**src/rtl/fp_divider_if.sv**
```systemverilog
// Operand/result handshake bundle for fp_divider: operand pair in, quotient out,
// each side with its own valid/ready pair.
interface fp_divider_if #(
    parameter int floatsize = 32
);
    logic                 in_valid;
    logic                 in_ready;
    logic [floatsize-1:0] dividend;
    logic [floatsize-1:0] divisor;
    logic                 out_valid;
    logic                 out_ready;
    logic [floatsize-1:0] quotient;
    logic                 div_by_zero;

    modport master (
        output in_valid, dividend, divisor, out_ready,
        input  in_ready, out_valid, quotient, div_by_zero
    );

    modport slave (
        input  in_valid, dividend, divisor, out_ready,
        output in_ready, out_valid, quotient, div_by_zero
    );
endinterface

```
**src/rtl/fp_divider.sv**
```systemverilog
// Sequential IEEE-754 divider: one restoring-division step per clock, truncating
// result, denormals flushed to zero, result held until the consumer takes it.
module fp_divider #(
    parameter int floatsize     = 32,
    parameter int exponentsize  = 8,
    parameter int exponent_bias = 127
) (
    input  logic        clk,
    input  logic        rst,
    fp_divider_if.slave bus
);
    localparam int sigsize  = floatsize - exponentsize - 1;
    localparam int remsize  = sigsize + 2;
    localparam int expwidth = exponentsize + 2;
    localparam int cntwidth = $clog2(sigsize + 2);

    localparam logic [floatsize-1:0] qnan =
        {1'b0, {exponentsize{1'b1}}, 1'b1, {(sigsize-1){1'b0}}};
    localparam logic signed [expwidth-1:0] exp_max  = {2'b00, {exponentsize{1'b1}}};
    localparam logic signed [expwidth-1:0] exp_zero = '0;
    localparam logic signed [expwidth-1:0] exp_one  = expwidth'(1);
    localparam logic signed [expwidth-1:0] bias_ext = expwidth'(exponent_bias);
    localparam logic [cntwidth-1:0]        cnt_init = cntwidth'(sigsize + 1);
    localparam logic [cntwidth-1:0]        cnt_one  = cntwidth'(1);

    typedef enum logic [1:0] {
        IDLE,
        DIVIDE,
        NORMALIZE,
        DONE
    } state_t;

    state_t                     state_q, state_d;
    logic [remsize-1:0]         rem_q, rem_d;
    logic [sigsize:0]           den_q, den_d;
    logic [remsize-1:0]         quo_q, quo_d;
    logic signed [expwidth-1:0] exp_q, exp_d;
    logic                       sign_q, sign_d;
    logic [cntwidth-1:0]        count_q, count_d;
    logic [floatsize-1:0]       quotient_q, quotient_d;
    logic                       div_by_zero_q, div_by_zero_d;

    logic                       sign_a, sign_b;
    logic [exponentsize-1:0]    exp_a, exp_b;
    logic [sigsize-1:0]         frac_a, frac_b;
    logic                       zero_a, zero_b, special_a, special_b;
    logic signed [expwidth-1:0] exp_a_ext, exp_b_ext;

    logic                       rem_ge;
    logic [remsize-2:0]         diff;
    logic [sigsize-1:0]         norm_frac;
    logic signed [expwidth-1:0] norm_exp;
    logic [floatsize-1:0]       norm_result;

    always_comb begin
        sign_a    = bus.dividend[floatsize-1];
        sign_b    = bus.divisor[floatsize-1];
        exp_a     = bus.dividend[floatsize-2 -: exponentsize];
        exp_b     = bus.divisor[floatsize-2 -: exponentsize];
        frac_a    = bus.dividend[sigsize-1:0];
        frac_b    = bus.divisor[sigsize-1:0];
        zero_a    = (exp_a == '0);
        zero_b    = (exp_b == '0);
        special_a = &exp_a;
        special_b = &exp_b;
        exp_a_ext = {2'b00, exp_a};
        exp_b_ext = {2'b00, exp_b};
    end

    // A successful subtraction always leaves rem < den, so the difference fits
    // in one bit less than rem and the top bit can be dropped before shifting.
    always_comb begin
        rem_ge = (rem_q >= {1'b0, den_q});
        diff   = rem_q[remsize-2:0] - den_q;
    end

    always_comb begin
        norm_frac   = '0;
        norm_exp    = exp_q;
        norm_result = '0;
        if (quo_q[remsize-1]) begin
            norm_frac = quo_q[remsize-2:1];
            norm_exp  = exp_q;
        end else begin
            norm_frac = quo_q[remsize-3:0];
            norm_exp  = exp_q - exp_one;
        end
        if (norm_exp <= exp_zero) begin
            norm_result = {sign_q, {(floatsize-1){1'b0}}};
        end else if (norm_exp >= exp_max) begin
            norm_result = {sign_q, {exponentsize{1'b1}}, {sigsize{1'b0}}};
        end else begin
            norm_result = {sign_q, norm_exp[exponentsize-1:0], norm_frac};
        end
    end

    always_comb begin
        state_d       = state_q;
        rem_d         = rem_q;
        den_d         = den_q;
        quo_d         = quo_q;
        exp_d         = exp_q;
        sign_d        = sign_q;
        count_d       = count_q;
        quotient_d    = quotient_q;
        div_by_zero_d = div_by_zero_q;

        unique case (state_q)
            IDLE: begin
                if (bus.in_valid) begin
                    sign_d        = sign_a ^ sign_b;
                    div_by_zero_d = 1'b0;
                    rem_d         = {1'b0, 1'b1, frac_a};
                    den_d         = {1'b1, frac_b};
                    quo_d         = '0;
                    exp_d         = exp_a_ext - exp_b_ext + bias_ext;
                    count_d       = cnt_init;
                    if (special_a || special_b || (zero_a && zero_b)) begin
                        quotient_d = qnan;
                        state_d    = DONE;
                    end else if (zero_b) begin
                        quotient_d    = {sign_a ^ sign_b, {exponentsize{1'b1}}, {sigsize{1'b0}}};
                        div_by_zero_d = 1'b1;
                        state_d       = DONE;
                    end else if (zero_a) begin
                        quotient_d = {sign_a ^ sign_b, {(floatsize-1){1'b0}}};
                        state_d    = DONE;
                    end else begin
                        state_d = DIVIDE;
                    end
                end
            end

            DIVIDE: begin
                if (rem_ge) begin
                    quo_d = {quo_q[remsize-2:0], 1'b1};
                    rem_d = {diff, 1'b0};
                end else begin
                    quo_d = {quo_q[remsize-2:0], 1'b0};
                    rem_d = {rem_q[remsize-2:0], 1'b0};
                end
                count_d = count_q - cnt_one;
                if (count_q == '0) begin
                    count_d = '0;
                    state_d = NORMALIZE;
                end
            end

            NORMALIZE: begin
                quotient_d = norm_result;
                state_d    = DONE;
            end

            DONE: begin
                if (bus.out_ready) begin
                    state_d = IDLE;
                end
            end

            default: begin
                state_d = IDLE;
            end
        endcase
    end

    always_ff @(posedge clk) begin
        if (rst) begin
            state_q       <= IDLE;
            rem_q         <= '0;
            den_q         <= '0;
            quo_q         <= '0;
            exp_q         <= '0;
            sign_q        <= 1'b0;
            count_q       <= '0;
            quotient_q    <= '0;
            div_by_zero_q <= 1'b0;
        end else begin
            state_q       <= state_d;
            rem_q         <= rem_d;
            den_q         <= den_d;
            quo_q         <= quo_d;
            exp_q         <= exp_d;
            sign_q        <= sign_d;
            count_q       <= count_d;
            quotient_q    <= quotient_d;
            div_by_zero_q <= div_by_zero_d;
        end
    end

    assign bus.in_ready    = (state_q == IDLE);
    assign bus.out_valid   = (state_q == DONE);
    assign bus.quotient    = quotient_q;
    assign bus.div_by_zero = div_by_zero_q;
endmodule

```
**src/flat_wrapper.sv**
```systemverilog
// flat-port wrapper written by rule: the top's interface ports become plain ports
module fp_divider_flat 
#(
    parameter int floatsize     = 32,
    parameter int exponentsize  = 8,
    parameter int exponent_bias = 127
)
  (clk, rst, bus_in_valid, bus_dividend, bus_divisor, bus_out_ready, bus_in_ready, bus_out_valid, bus_quotient, bus_div_by_zero);
  fp_divider_if #(.floatsize(floatsize)) bus_i ();
  input  logic clk;
  input  logic rst;
  input wire logic [$bits(bus_i.in_valid)-1:0] bus_in_valid;
  input wire logic [$bits(bus_i.dividend)-1:0] bus_dividend;
  input wire logic [$bits(bus_i.divisor)-1:0] bus_divisor;
  input wire logic [$bits(bus_i.out_ready)-1:0] bus_out_ready;
  output wire logic [$bits(bus_i.in_ready)-1:0] bus_in_ready;
  output wire logic [$bits(bus_i.out_valid)-1:0] bus_out_valid;
  output wire logic [$bits(bus_i.quotient)-1:0] bus_quotient;
  output wire logic [$bits(bus_i.div_by_zero)-1:0] bus_div_by_zero;
  assign bus_i.in_valid = bus_in_valid;
  assign bus_i.dividend = bus_dividend;
  assign bus_i.divisor = bus_divisor;
  assign bus_i.out_ready = bus_out_ready;
  assign bus_in_ready = bus_i.in_ready;
  assign bus_out_valid = bus_i.out_valid;
  assign bus_quotient = bus_i.quotient;
  assign bus_div_by_zero = bus_i.div_by_zero;
  fp_divider #(.floatsize(floatsize), .exponentsize(exponentsize), .exponent_bias(exponent_bias)) u_core (.clk(clk), .rst(rst), .bus(bus_i));
endmodule
```
**config.mk**
```make
export PLATFORM = sky130hd
export DESIGN_NAME = fp_divider_flat
export DESIGN_NICKNAME = d
export VERILOG_FILES = /design/src/rtl/fp_divider_if.sv /design/src/rtl/fp_divider.sv /design/src/flat_wrapper.sv
export SDC_FILE = /design/constraint.sdc
export NUM_CORES = 1
export LEC_CHECK = 0
export ABC_CLOCK_PERIOD_IN_PS = 3900
export CAP_MARGIN = 20
export CORE_AREA = 8 8 132 159
export DETAILED_ROUTE_END_ITERATION = 7
export DIE_AREA = 0 0 140 167
export GPL_ROUTABILITY_DRIVEN = 0
export GPL_TIMING_DRIVEN = 0
export HOLD_SLACK_MARGIN = 0.03
export SYNTH_ARGS = -nofsm -noshare
export SYNTH_HDL_FRONTEND = slang
export SYNTH_SLANG_ARGS = --single-unit
```
**constraint.sdc**
```tcl
create_clock -name clk -period 3.9 [get_ports clk]
set_clock_uncertainty 0.2 [all_clocks]
set_input_delay 0.585 -clock clk [delete_from_list [all_inputs] [get_ports clk]]
set_output_delay 0.585 -clock clk [all_outputs]
set_load 0.05 [all_outputs]
```
# Word-level counts from Yosys, hierarchy flattened
# Cells that the tools add are included.
# totals
register_bits	125
word_cells	67
# classes
add_sub_neg	5
n_lt_le_gt_ge	3
eq_ne	7
n_mux	27
n_bitwise	1
reduce_logical	15
# op_table
op	n
32-bit 2-to-1 mux	4
25-bit case mux with 2 select lines	2
25-bit 2-to-1 mux	3
32-bit case mux with 2 select lines	1
31-bit 2-to-1 mux	2
25-bit by 24-bit greater-or-equal comparator with 1-bit output	1
24-bit subtractor	1
23-bit 2-to-1 mux	1
8-bit logical NOT	2
8-bit AND reduction	2
2-bit 2-to-1 mux	6
10-bit by 8-bit adder with 10-bit output (second input constant)	1
10-bit by 9-bit greater-or-equal comparator with 1-bit output (second input constant)	1
10-bit by 1-bit less-or-equal comparator with 1-bit output (second input constant)	1
10-bit 2-to-1 mux	1
5-bit 2-to-1 mux	2
5-bit case mux with 2 select lines	1
10-bit by 2-bit subtractor with 10-bit output (second input constant)	1
8-bit by 8-bit subtractor with 9-bit output	1
2-bit case mux with 4 select lines	1
3-bit AND reduction	2
5-bit logical NOT	1
5-bit by 1-bit subtractor with 5-bit output (second input constant)	1
2-bit == test (second input constant)	2
11 further kinds	17

# Logic depth before layout (Yosys ltp)
# logic_depth
ltp_word	6
depth_mapped	12

# Worst setup path before layout
# No wires, ideal clock.
# synth_path
path_type	input to register
start	input bus_dividend[23]
end	register u_core.exp_q[8]
setup_time_ps	86
arrival_ps	2683
required_ps	3614
slack_ps	931
path_stages	12
path_buffers	0
path_cell_list	inv_1 > ha_1 > inv_1 > fa_1 > a21o_1 > a311o_1 > a21oi_1 > xnor2_1 > nand3_1 > o21ai_0 > xor2_1 > a211oi_1
# synth_via
elab_chain_cells	2
# synth_rtl
element	line	rtl
from (decl)	flat_wrapper.sv:13	input wire logic [$bits(bus_i.dividend)-1:0] bus_dividend;
8-bit by 8-bit subtractor with 9-bit output	fp_divider.sv:116	exp_d = exp_a_ext - exp_b_ext + bias_ext;
10-bit by 8-bit adder with 10-bit output	fp_divider.sv:116	
to (signal assigned)	fp_divider.sv:182	exp_q <= exp_d;
to (decl)	fp_divider.sv:37	logic signed [expwidth-1:0] exp_q, exp_d;
# No other way between the ends.
# A chain may end at the register's enable or synchronous reset.

# Worst setup path in the final report
# layout_path
start	register u_core.state_q[0]
end	register u_core.rem_q[1]
# layout_via
elab_chain_cells	3
elab_cells_between_ends	6
# layout_rtl
element	line	rtl
from (decl)	fp_divider.sv:33	state_t state_q, state_d;
from (signal assigned)	fp_divider.sv:178	state_q <= state_d;
2-bit by 1-bit == test with 1-bit output / 2-bit logical NOT (equally long branches)	fp_divider.sv:108	unique case (state_q)
2-bit nonzero test (no line) / 2-bit inequality test (equally long branches)	-	
2-bit AND reduction (no line)	-	
to (signal assigned)	fp_divider.sv:179	rem_q <= rem_d;
to (decl)	fp_divider.sv:34	logic [remsize-1:0] rem_q, rem_d;
# Parallel ways exist; a longest one is shown, timed or not.

==> summary by stage <==
Detailed routing
In the detailed route, the total length drawn on met3 is 1.03 mm. The number of DRC markers in iteration 0 is 517. In the final routing, the length of wire on met1 measures 9.17 mm.

The number of vias per cell is 5.46. The post-detailed-route DRC marker count is 0. The remaining antenna violation count is 0. The highest metal layer used by the detailed router is met4. Summed over all layers, the routed wires come to 21.1 mm. In the final routed layout, each cell accounts on average for 17.0 um. The number of detailed-routing iterations run before antenna repair is 5. For this block, the via count after detailed routing is 6,804.

The routed design uses 10.4 mm of met2 wire.

Worst hold path
The worst hold path belongs to the class reg2reg.

Global routing
The number of global-route vias before repair is 6,843. The total global-route track usage is 18.2%. The number of antenna violations at the first check in global routing is 0.

The global-route wire length before repair is 34.3 mm. The total overflow left after global routing is 0. Entering global routing, the biggest net connects 17 pins.

Yosys
The largest total area in the synthesized netlist belongs to dfxtp_1. Ranked by total cell area, the synthesized netlist is headed by dfxtp_1, ha_1, nand2_1. Synthesis produced a netlist whose cell count is 886. Sequential cells were found to cover 34.6% of the synthesized design area. After synthesis, the netlist uses 69 different library cells. By count the netlist is led by dfxtp_1, nand2_1, nor2_1. For this run, the number of Yosys warnings is 0. Averaged over all synthesized cells, the footprint is 8.16 sq um.

The area share of the leading cell type in the synthesized netlist is 34.6%. By instance count, the leading cell after synthesis is dfxtp_1. The number of nets in the synthesized netlist is 995.

The flip-flop and latch count after synthesis is 125. For this run, the leading register cell type out of synthesis is dfxtp_1. The number of enable flip-flop cells after synthesis is 0. Of all flip-flops after synthesis, the portion carrying an async set or reset was 0%. The area of the mapped netlist is 0.00723 sq mm.

Timing
Setup violations remaining at the end of the flow were counted as 0. Setup repair after global routing left no endpoint under its margin. In this run the tightest slew margin relative to its limit is 32.1%. The final worst setup slack is 0.288 ns. The period utilization is 92.6%. For the finished layout, the period the worst path requires is 3.61 ns. The maximum operating frequency is 277 MHz. The transition time at the pin with the least slew margin is 1.02 ns.

The final-report max-slew violation count is 0. The final number of hold-violating endpoints is 0. Hold is met by 0.256 ns. The post-route setup TNS is 0 ns.

Die
The initialized floorplan defines 55 standard-cell rows. The die area is 0.0234 sq mm. For this configuration, the core starts out at a cell density of 39.2%. The floorplan core area is 0.0184 sq mm. The number of top-level pins is 103. The overall die width is 140 um. In this run the vertical extent of the chip is 167 um.

Critical path
Data on the critical path arrives at its endpoint at 3.73 ns. The worst setup path is launched from a flop. Measured in cells, the most critical reg-to-reg path has a length of 10. The category of the worst setup path capture point is a flop. Data on the critical path is required at its endpoint by 4.02 ns. Of all nets on the critical path, the largest fanout is 10.

In this run the register-to-register setup slack is 0.29 ns. The endpoint of the worst register-to-register path is u_core.rem_q[1]$_SDFFE_PP0P_. The type of the worst setup path is reg2reg. The reg-to-reg startpoint is u_core.state_q[0]$_SDFFE_PP0P_. In this run the worst setup path terminates at u_core.rem_q[1]$_SDFFE_PP0P_. The beginning of the critical path is u_core.state_q[0]$_SDFFE_PP0P_.

Power and ir drop
Per report_power, the sequential group accounts for 21.8% of the total. In this run the power spent charging and discharging nets is 3.73 mW. The share of total power in the clock network is 19.8%. The combinational power share is 58.4%. The switching power share of the total is 46.6%. The analysis attributes to cell leakage a power of 3.39 nW. Cell internal power was estimated by the tool at 4.29 mW. Power spread over the standard cell area amounts to 879 mW/mm^2. The worst IR drop on VDD is 0.000446 V.

CTS
The master cell of the clock root buffer is clkbuf_16. The CTS sink count is 125. Hold repair after CTS inserted 0 buffers. The H-tree depth reported by CTS is 4. In this run, post-CTS repair resized a total of 0 instances. The insertion delay of the later-clocked pin in the worst-skew pair is 0.43 ns.

The clock-pin slew reported for the worst setup and hold paths after clock tree synthesis is 0.07 ns. Post-CTS timing repair inserted 0 buffers for setup. In this run the deepest clock path goes through 2 buffers.

Buffers inserted during clock tree synthesis total 17. TritonCTS built the clock tree.

Final layout
The filler-free cell count of the finished design is 1,247. The number of antenna repair diodes is 0. Of the cells placed in the final design, the portion with a size suffix greater than 1 is 4.91%. The post-layout net count is 1,115. The area growth from synthesis to layout is 26.2%.

Placed design
Summed over all nets, the half-perimeter wirelength after detailed placement is 15.9 mm. The placed instance count is 1,215. Buffers placed on the I/O ports in this run total 101.

At the placement stage, the worst setup path has a slack of 0.0607 ns.

Run status
The flow ran to the end, and the final reports show no timing, DRC or antenna violations.

Flow run
The max-capacitance violation count is 0.
-- stage by stage --
stage	util, %	instance area, sq um	power [mW]
final	49.5	9120	8.02
after global routing	49.5	9120	8.61
after detailed placement	46.2	8520	6.40
after CTS	49.5	9120	8.02
after global placement	46.2	8520	6.38
after floorplan	-	7230	5.27
-- power groups by stage --
| stage | Clock (mW) | Combinational [mW] | Sequential [mW] |
|---|---|---|---|
| 2_1_floorplan | 0 | 3.42 | 1.85 |
| 3_3_place_gp | 0 | 4.61 | 1.77 |
| 3_5_place_dp | 0 | 4.63 | 1.77 |
| 4_1_cts | 1.62 | 4.65 | 1.75 |
| 5_1_grt | 1.68 | 5.15 | 1.79 |
| 6_report | 1.59 | 4.68 | 1.75 |
-- state kept, by name, summed over array words and instances (netlist names), 2 cells and up --
register             count
u_core.bus.quotient     32
u_core.quo_q            25
u_core.rem_q            25
u_core.den_q            24
u_core.exp_q            10
u_core.count_q           5
u_core.state_q           2
-- layout make-up --
cell class	count	area (sq um)
inverter	51	191
multi-input combinational	660	4320
buffer	50	210
clock inverter	15	174
sequential	125	2500
clock buffer	17	425
tap	228	285
fill	1841	9320
timing repair buffer	101	1010
-- worst min-delay path by stage --
stage,from,to,cells past startpoint
finish,u_core.den_q[22]$_SDFFE_PP0P_,u_core.den_q[22]$_SDFFE_PP0P_,2
global route,u_core.den_q[4]$_SDFFE_PP0P_,u_core.den_q[4]$_SDFFE_PP0P_,2
CTS,u_core.den_q[22]$_SDFFE_PP0P_,u_core.den_q[22]$_SDFFE_PP0P_,2
detailed placement,u_core.bus.quotient[13]$_SDFFE_PP0P_,u_core.bus.quotient[13]$_SDFFE_PP0P_,1
global placement,u_core.den_q[16]$_SDFFE_PP0P_,u_core.den_q[16]$_SDFFE_PP0P_,2
floorplan,u_core.den_q[10]$_SDFFE_PP0P_,u_core.den_q[10]$_SDFFE_PP0P_,2
-- cells in the final DEF (no fill, tap or decap), types with 8 or more instances in the layout --
cell               n
a211oi_1          20
a21o_1            10
a21oi_1           71
a221oi_1           8
a22oi_1           37
clkbuf_1          37
clkbuf_16         17
clkdlybuf4s50_1  101
dfxtp_1          125
ha_1              39
inv_1             51
mux2i_1           34
nand2_1          103
nand2b_1           8
nand3_1           14
nor2_1            94
nor3_1            14
nor4_1             9
o21ai_0           27
o2bb2ai_1         22
xnor2_1           32
xor2_1             8
-- critical path: stages, from the launching register on --
cell and delay, ns:
dfxtp_1 0.36, inv_1 0.08, ha_1 0.21, clkbuf_1 0.20, inv_1 0.13, nor2_1 0.13, a21oi_1 0.81, clkbuf_1 0.62
buf_1 0.46, a21oi_1 0.14, o31a_1 0.13
-- cell families (layout without fill, tap and decap cells) --
logic type / Yosys count / count (layout) / synth area share, %
DFF: 125 / 125 / 34.6
xor gates and xnor gates: 40 / 40 / 4.85
and+or+nand+nor: 286 / 286 / 18.0
AOI/OAI and AO/OA: 257 / 257 / 24.6
buffers and inverters: 101 / 234 / 5.56
adders and majority gates: 41 / 41 / 7.31
muxes: 36 / 36 / 5.02
-- layer usage --
layer	vias to the layer above	track usage (%)
met3	40	4.06
met2	172	31.8
met5	-	0
met4	0	7.81
met1	3168	20.8
li1	3424	-
No activity file was read; power rests on OpenSTA's default activity.
